## config.mk

```make
export PLATFORM = sky130hd
export DESIGN_NAME = player_motion
export DESIGN_NICKNAME = d
export VERILOG_FILES = /design/src/rtl/fighter_pkg.sv /design/src/rtl/player_motion.sv
export SDC_FILE = /design/constraint.sdc
export NUM_CORES = 1
export LEC_CHECK = 0
export ABC_AREA = 1
export CORE_UTILIZATION = 30
export CTS_CLUSTER_DIAMETER = 100
export DETAILED_ROUTE_END_ITERATION = 8
export SLEW_MARGIN = 25
export SYNTH_ARGS = -nofsm -noshare
export SYNTH_HDL_FRONTEND = slang
export SYNTH_SLANG_ARGS = --single-unit
```

## constraint.sdc

```tcl
create_clock -name clk -period 15.87 [get_ports clk]
set_input_delay 4.761 -clock clk [delete_from_list [all_inputs] [get_ports clk]]
set_output_delay 4.761 -clock clk [all_outputs]
set_load 0.05 [all_outputs]
```

## src/rtl/fighter_pkg.sv

```systemverilog
// Shared fighter definitions: movement state encodings,
// button bit indices and screen geometry.
package fighter_pkg;

  typedef enum logic [2:0] {
    ST_STAND  = 3'd0,
    ST_WALK   = 3'd1,
    ST_CROUCH = 3'd2,
    ST_RISE   = 3'd3,
    ST_FALL   = 3'd4
  } move_t;

  localparam int IN_LEFT   = 0;
  localparam int IN_RIGHT  = 1;
  localparam int IN_JUMP   = 2;
  localparam int IN_CROUCH = 3;
  localparam int IN_PUNCH  = 4;
  localparam int IN_KICK   = 5;
  localparam int IN_SHIELD = 6;

  localparam int VIS_X0      = 144;
  localparam int VIS_X1      = 783;
  localparam int GROUND_LINE = 394;
  localparam int SPRITE_W    = 128;
  localparam int SPRITE_H    = 128;

  function automatic logic is_air(move_t s);
    return (s == ST_RISE) || (s == ST_FALL);
  endfunction

endpackage

```

## src/rtl/player_motion.sv

```systemverilog
// Per-fighter movement engine: walk, crouch, gravity jump,
// screen and opponent blocking, stepped once per frame.
module player_motion
  import fighter_pkg::*;
#(
  parameter int START_X    = 200,
  parameter int GROUND_Y   = GROUND_LINE - SPRITE_H,
  parameter int MIN_X      = VIS_X0,
  parameter int MAX_X      = VIS_X1 - SPRITE_W + 1,
  parameter int WALK_SPEED = 2,
  parameter int JUMP_VEL   = 12,
  parameter int GRAVITY    = 1,
  parameter int MIN_GAP    = 96
) (
  input  logic       clk,
  input  logic       rst_l,
  input  logic       frame_tick,
  input  logic [6:0] player_inputs,
  input  logic [9:0] opp_x,
  output logic [9:0] player_x,
  output logic [9:0] player_y,
  output logic       facing_left,
  output logic       airborne,
  output logic [2:0] move_state
);

  localparam logic signed [11:0] L_WS  = 12'(WALK_SPEED);
  localparam logic signed [11:0] L_GAP = 12'(MIN_GAP);
  localparam logic signed [11:0] L_MIN = 12'(MIN_X);
  localparam logic signed [11:0] L_MAX = 12'(MAX_X);
  localparam logic signed [11:0] L_GND = 12'(GROUND_Y);
  localparam logic signed [5:0]  L_JV  = 6'(JUMP_VEL);
  localparam logic signed [5:0]  L_G   = 6'(GRAVITY);

  move_t             r_state, w_state_n;
  logic [9:0]        r_x, r_y, w_x_n, w_y_n, w_xmove;
  logic signed [5:0] r_vy, w_vy_n, w_vysum;
  logic              r_face, w_face_n;
  logic              r_air, r_jump_prev;
  logic              w_left, w_right, w_jump, w_crouch;
  logic              w_rise, w_go_l, w_go_r;
  logic signed [11:0] w_xcur, w_opp, w_xc, w_xs;
  logic signed [11:0] w_lim, w_xo, w_ysum;

  assign w_left   = player_inputs[IN_LEFT];
  assign w_right  = player_inputs[IN_RIGHT];
  assign w_jump   = player_inputs[IN_JUMP];
  assign w_crouch = player_inputs[IN_CROUCH];
  assign w_rise   = w_jump & ~r_jump_prev;
  assign w_go_r   = w_right & ~w_left;
  assign w_go_l   = w_left & ~w_right;

  // Horizontal step with screen clamp, then opponent clamp
  always_comb begin
    w_xcur = $signed({2'b00, r_x});
    w_opp  = $signed({2'b00, opp_x});
    w_lim  = '0;
    unique case (1'b1)
      w_go_r:  w_xc = w_xcur + L_WS;
      w_go_l:  w_xc = w_xcur - L_WS;
      default: w_xc = w_xcur;
    endcase
    if (w_xc < L_MIN)      w_xs = L_MIN;
    else if (w_xc > L_MAX) w_xs = L_MAX;
    else                   w_xs = w_xc;
    w_xo = w_xs;
    if (w_go_r && (w_opp > w_xcur)) begin
      w_lim = w_opp - L_GAP;
      if (w_xs > w_lim)
        w_xo = (w_lim > w_xcur) ? w_lim : w_xcur;
    end else if (w_go_l && (w_opp < w_xcur)) begin
      w_lim = w_opp + L_GAP;
      if (w_xs < w_lim)
        w_xo = (w_lim < w_xcur) ? w_lim : w_xcur;
    end
    w_xmove = w_xo[9:0];
  end

  // Next-state and vertical dynamics
  always_comb begin
    w_state_n = r_state;
    w_x_n     = r_x;
    w_y_n     = r_y;
    w_vy_n    = r_vy;
    w_ysum    = $signed({2'b00, r_y}) + 12'(r_vy);
    w_vysum   = r_vy + L_G;
    unique case (r_state)
      ST_STAND, ST_WALK, ST_CROUCH: begin
        if (w_rise) begin
          w_state_n = ST_RISE;
          w_vy_n    = -L_JV;
          w_x_n     = w_xmove;
        end else if (w_crouch) begin
          w_state_n = ST_CROUCH;
        end else if (w_go_r || w_go_l) begin
          w_state_n = ST_WALK;
          w_x_n     = w_xmove;
        end else begin
          w_state_n = ST_STAND;
        end
      end
      ST_RISE: begin
        w_x_n = w_xmove;
        if (w_ysum < 0) begin
          w_y_n     = '0;
          w_vy_n    = '0;
          w_state_n = ST_FALL;
        end else begin
          w_y_n  = w_ysum[9:0];
          w_vy_n = w_vysum;
          if (w_vysum >= 0) w_state_n = ST_FALL;
        end
      end
      ST_FALL: begin
        w_x_n = w_xmove;
        if (w_ysum >= L_GND) begin
          w_y_n     = L_GND[9:0];
          w_vy_n    = '0;
          w_state_n = ST_STAND;
        end else begin
          w_y_n  = w_ysum[9:0];
          w_vy_n = w_vysum;
        end
      end
      default: w_state_n = ST_STAND;
    endcase
    w_face_n = is_air(w_state_n) ? r_face : (opp_x < w_x_n);
  end

  // State register: reset wins, otherwise advance on frame tick only
  always_ff @(posedge clk) begin
    if (!rst_l) begin
      r_state     <= ST_STAND;
      r_x         <= 10'(START_X);
      r_y         <= 10'(GROUND_Y);
      r_vy        <= '0;
      r_face      <= 1'b0;
      r_air       <= 1'b0;
      r_jump_prev <= 1'b1;
    end else if (frame_tick) begin
      r_state     <= w_state_n;
      r_x         <= w_x_n;
      r_y         <= w_y_n;
      r_vy        <= w_vy_n;
      r_face      <= w_face_n;
      r_air       <= is_air(w_state_n);
      r_jump_prev <= w_jump;
    end
  end

  // Outputs straight from registers
  always_comb begin
    player_x    = r_x;
    player_y    = r_y;
    facing_left = r_face;
    airborne    = r_air;
    move_state  = r_state;
  end

endmodule

```

==> flow_summary.ini <==
[pwr]
leakage_uw = 0.00246
peakVddDrop_uv = 86.4
powerDensity_mw_per_mm2 = 77.1

[clock_network]
clockBufferDepth = 2
cts_root_buffer = clkbuf_16
clkSinkCount = 32
hold_buffers = 0
cts_setup_buffers = 0
clk_latency_ps = 280
post_cts_resized = 0
cts_tree = built
ctsHtreeMaxLevel = 2
numCtsBuffers = 5
clk_pin_slew_ps = 50

[cells_and_area]
area_delta_synth_final_pct = 14.7
drive_gt1_share_pct = 4.31
final_nets = 848
stdcell_area_mm2 = 0.00523
antennaDiodeCount = 0
fillCellCount = 1572

[routing]
avgViaCountPerCell = 5.11
drt_iter0_drc = 282
drc = 4
vias = 4846
postRouteAntennaNets = 0
firstDrtPassIters = 7
wire_per_inst_um = 14.4
wirelength_mm = 13.6

[worst_hold_path]
worstHoldStart = r_jump_prev$_SDFFE_PN1P_
hold_path_end = r_jump_prev$_SDFFE_PN1P_
hold_path_class = register to register
whs_path_depth = 2

[global_route]
grt_max_degree = 21
grtUsageTotal_pct = 17.6
grt_pass1_vias = 4410
antenna_found_initial = 0
grt_pass1_wl_mm = 22.7
grt_remaining_overflow = 0

[setup_path]
cp-end-kind = register
crit_cells = 34
r2r-start = player_x[1]$_SDFFE_PN0P_
slowest_stage = nor2_2
crit_arrival_ps = 10630
worst-setup-path-type = input pin to register
critPathMaxFanout = 15
r2r_slack_ps = 9680
start_kind = input pin
cp.required_ps = 16080
crit_top_cell = nand2_1
path_delay_family = compound AO/OA/AOI/OAI gates
worst-path-buf-inv = 5
r2r_end = facing_left$_SDFFE_PN0P_
r2r_cells = 33
critPathLaunch = player_inputs[0]
slowest_delay_ps = 500

[logic_synthesis]
synth_edf_count = 0
synth_area_mm2 = 0.00456
yosysWarnings = 0
ys_seq_area_share_pct = 14.1
synth-seq-cells = 32
synth_top_area_share_pct = 17.3
yosysMostFrequentCell = nand2_1
synth.largest_area_cell = ha_1
synth_cell_type_count = 49
netlist_top_cells_area = ha_1 17%, dfxtp_1 14%, nand2_1 13%
netlist_instances = 737
avgSynthCellArea_um2 = 6.18
synth_async_sr_flop_share_pct = 0
ys_top_cells_by_count = 162 x nand2_1, 94 x inv_1, 74 x a21oi_1
synthFlopType = dfxtp_1

[timing]
rsz0062_at_grt = false
drv_slew = 0
setup-tns-final_ps = 0
relSlewSlack_pct = 47.8
hold_viol = 0
max_freq_ghz = 0.0960
fin_skew_ps = 3.38
tightest_slew_ps = 780
setup-violations-final = 0
finalCritPeriodShare_pct = 65.6
final.min_clock_period_ps = 10420

[floorplan]
io_pins = 45
core_area_mm2 = 0.0147
rows = 44
start_util_pct = 31.0
die_area_mm2 = 0.0157
die_h_um = 125
die_w_um = 125

[placement]
port_buffers = 41
gp_congestion = 0.925
place_area_mm2 = 0.00508
post-dp-hpwl_mm = 10.7

[job]
max_cap_viol_count = 0

[outcome]
violations = design-rule violations
status = finished, violations left
-- final cells by class --
type | count | area [µm²] | share of cell area (%)
Multi-Input combinational cell | 583 | 3420 | 65.4
Sequential cell | 32 | 641 | 12.3
Timing Repair Buffer | 41 | 410 | 7.85
Inverter | 101 | 382 | 7.30
Tap cell | 184 | 230 | 4.41
Clock buffer | 5 | 125 | 2.39
Clock inverter | 3 | 18.8 | 0.359
-- worst max path at each step --
stage / endpoint
finish: facing_left$_SDFFE_PN0P_
CTS: facing_left$_SDFFE_PN0P_
detailed placement: facing_left$_SDFFE_PN0P_
global route: facing_left$_SDFFE_PN0P_
floorplan: facing_left$_SDFFE_PN0P_
global placement: facing_left$_SDFFE_PN0P_
-- state kept, by name, summed over array words and instances (netlist names) --
register     cells
move_state       3
r_jump_prev      1
player_x        10
r_vy             6
player_y        10
airborne         1
facing_left      1
-- kinds of logic (layout without fill, tap and decap cells) --
logic type	count (synthesis)	in the layout	share of synthesized area [%]
xor gates and xnor gates	18	18	3.46
DFF	32	32	14.1
adders and majority gates	64	64	17.7
and+or+nand+nor	316	316	30.8
buffers and inverters	124	150	11.1
other	1	3	0.0823
AOI/OAI and AO/OA	182	182	22.7
-- worst register-to-register path: cells and delay by family, from the launching register on --
| kind | cells | cell delay [ps] |
|---|---|---|
| AO/OA/AOI/OAI | 10 | 1920 |
| AND/OR/NAND/NOR | 16 | 1830 |
| adder cells (fa/ha/maj) | 3 | 920 |
| flip-flops | 1 | 640 |
| buffers and inverters | 3 | 630 |
| XOR/XNOR | 1 | 180 |
-- per-stage QoR --
step	setup WS, ps	std cells	power, µW	utilization, %	hold WS, ps
finish	5450	949	403	35.6	481
global route	4850	949	437	35.6	518
CTS	5190	949	403	35.5	482
detailed placement	4940	941	308	34.6	467
global placement	4900	941	307	34.6	463
floorplan	6890	739	254	-	447
-- routing by layer --
| metal | share of wire [%] | global-route usage (%) | up-vias | wire length [µm] |
|---|---|---|---|---|
| met5 | 0 | 0 | - | 0 |
| met4 | 2.0 | 4.23 | 0 | 272 |
| met3 | 6.0 | 1.58 | 18 | 821 |
| met2 | 43 | 27.9 | 134 | 5900 |
| met1 | 49 | 25.6 | 2152 | 6650 |
| li1 | - | - | 2542 | - |
-- report_power, final --
| group | internal (µW) | switching [µW] | total [µW] |
|---|---|---|---|
| registers | 86.0 | 13.5 | 99.5 |
| logic | 71.4 | 139 | 211 |
| clock network | 57.7 | 35.1 | 92.8 |
-- cells in the final DEF (no fill, tap or decap), types with 8 or more instances in the layout --
cell type        Yosys  final
nand4_1             12     12
o21ai_1             15     15
nand3_1             49     49
nor3_1               8      8
o21ai_0             49     49
inv_1               94     94
a21oi_1             74     74
xor2_1              13     13
nand2_1            162    162
nor2_1              64     63
dfxtp_1             32     32
clkdlybuf4s50_1      0     41
ha_1                63     63
o211ai_1            15     15
Power figures use the tool's default switching activity.
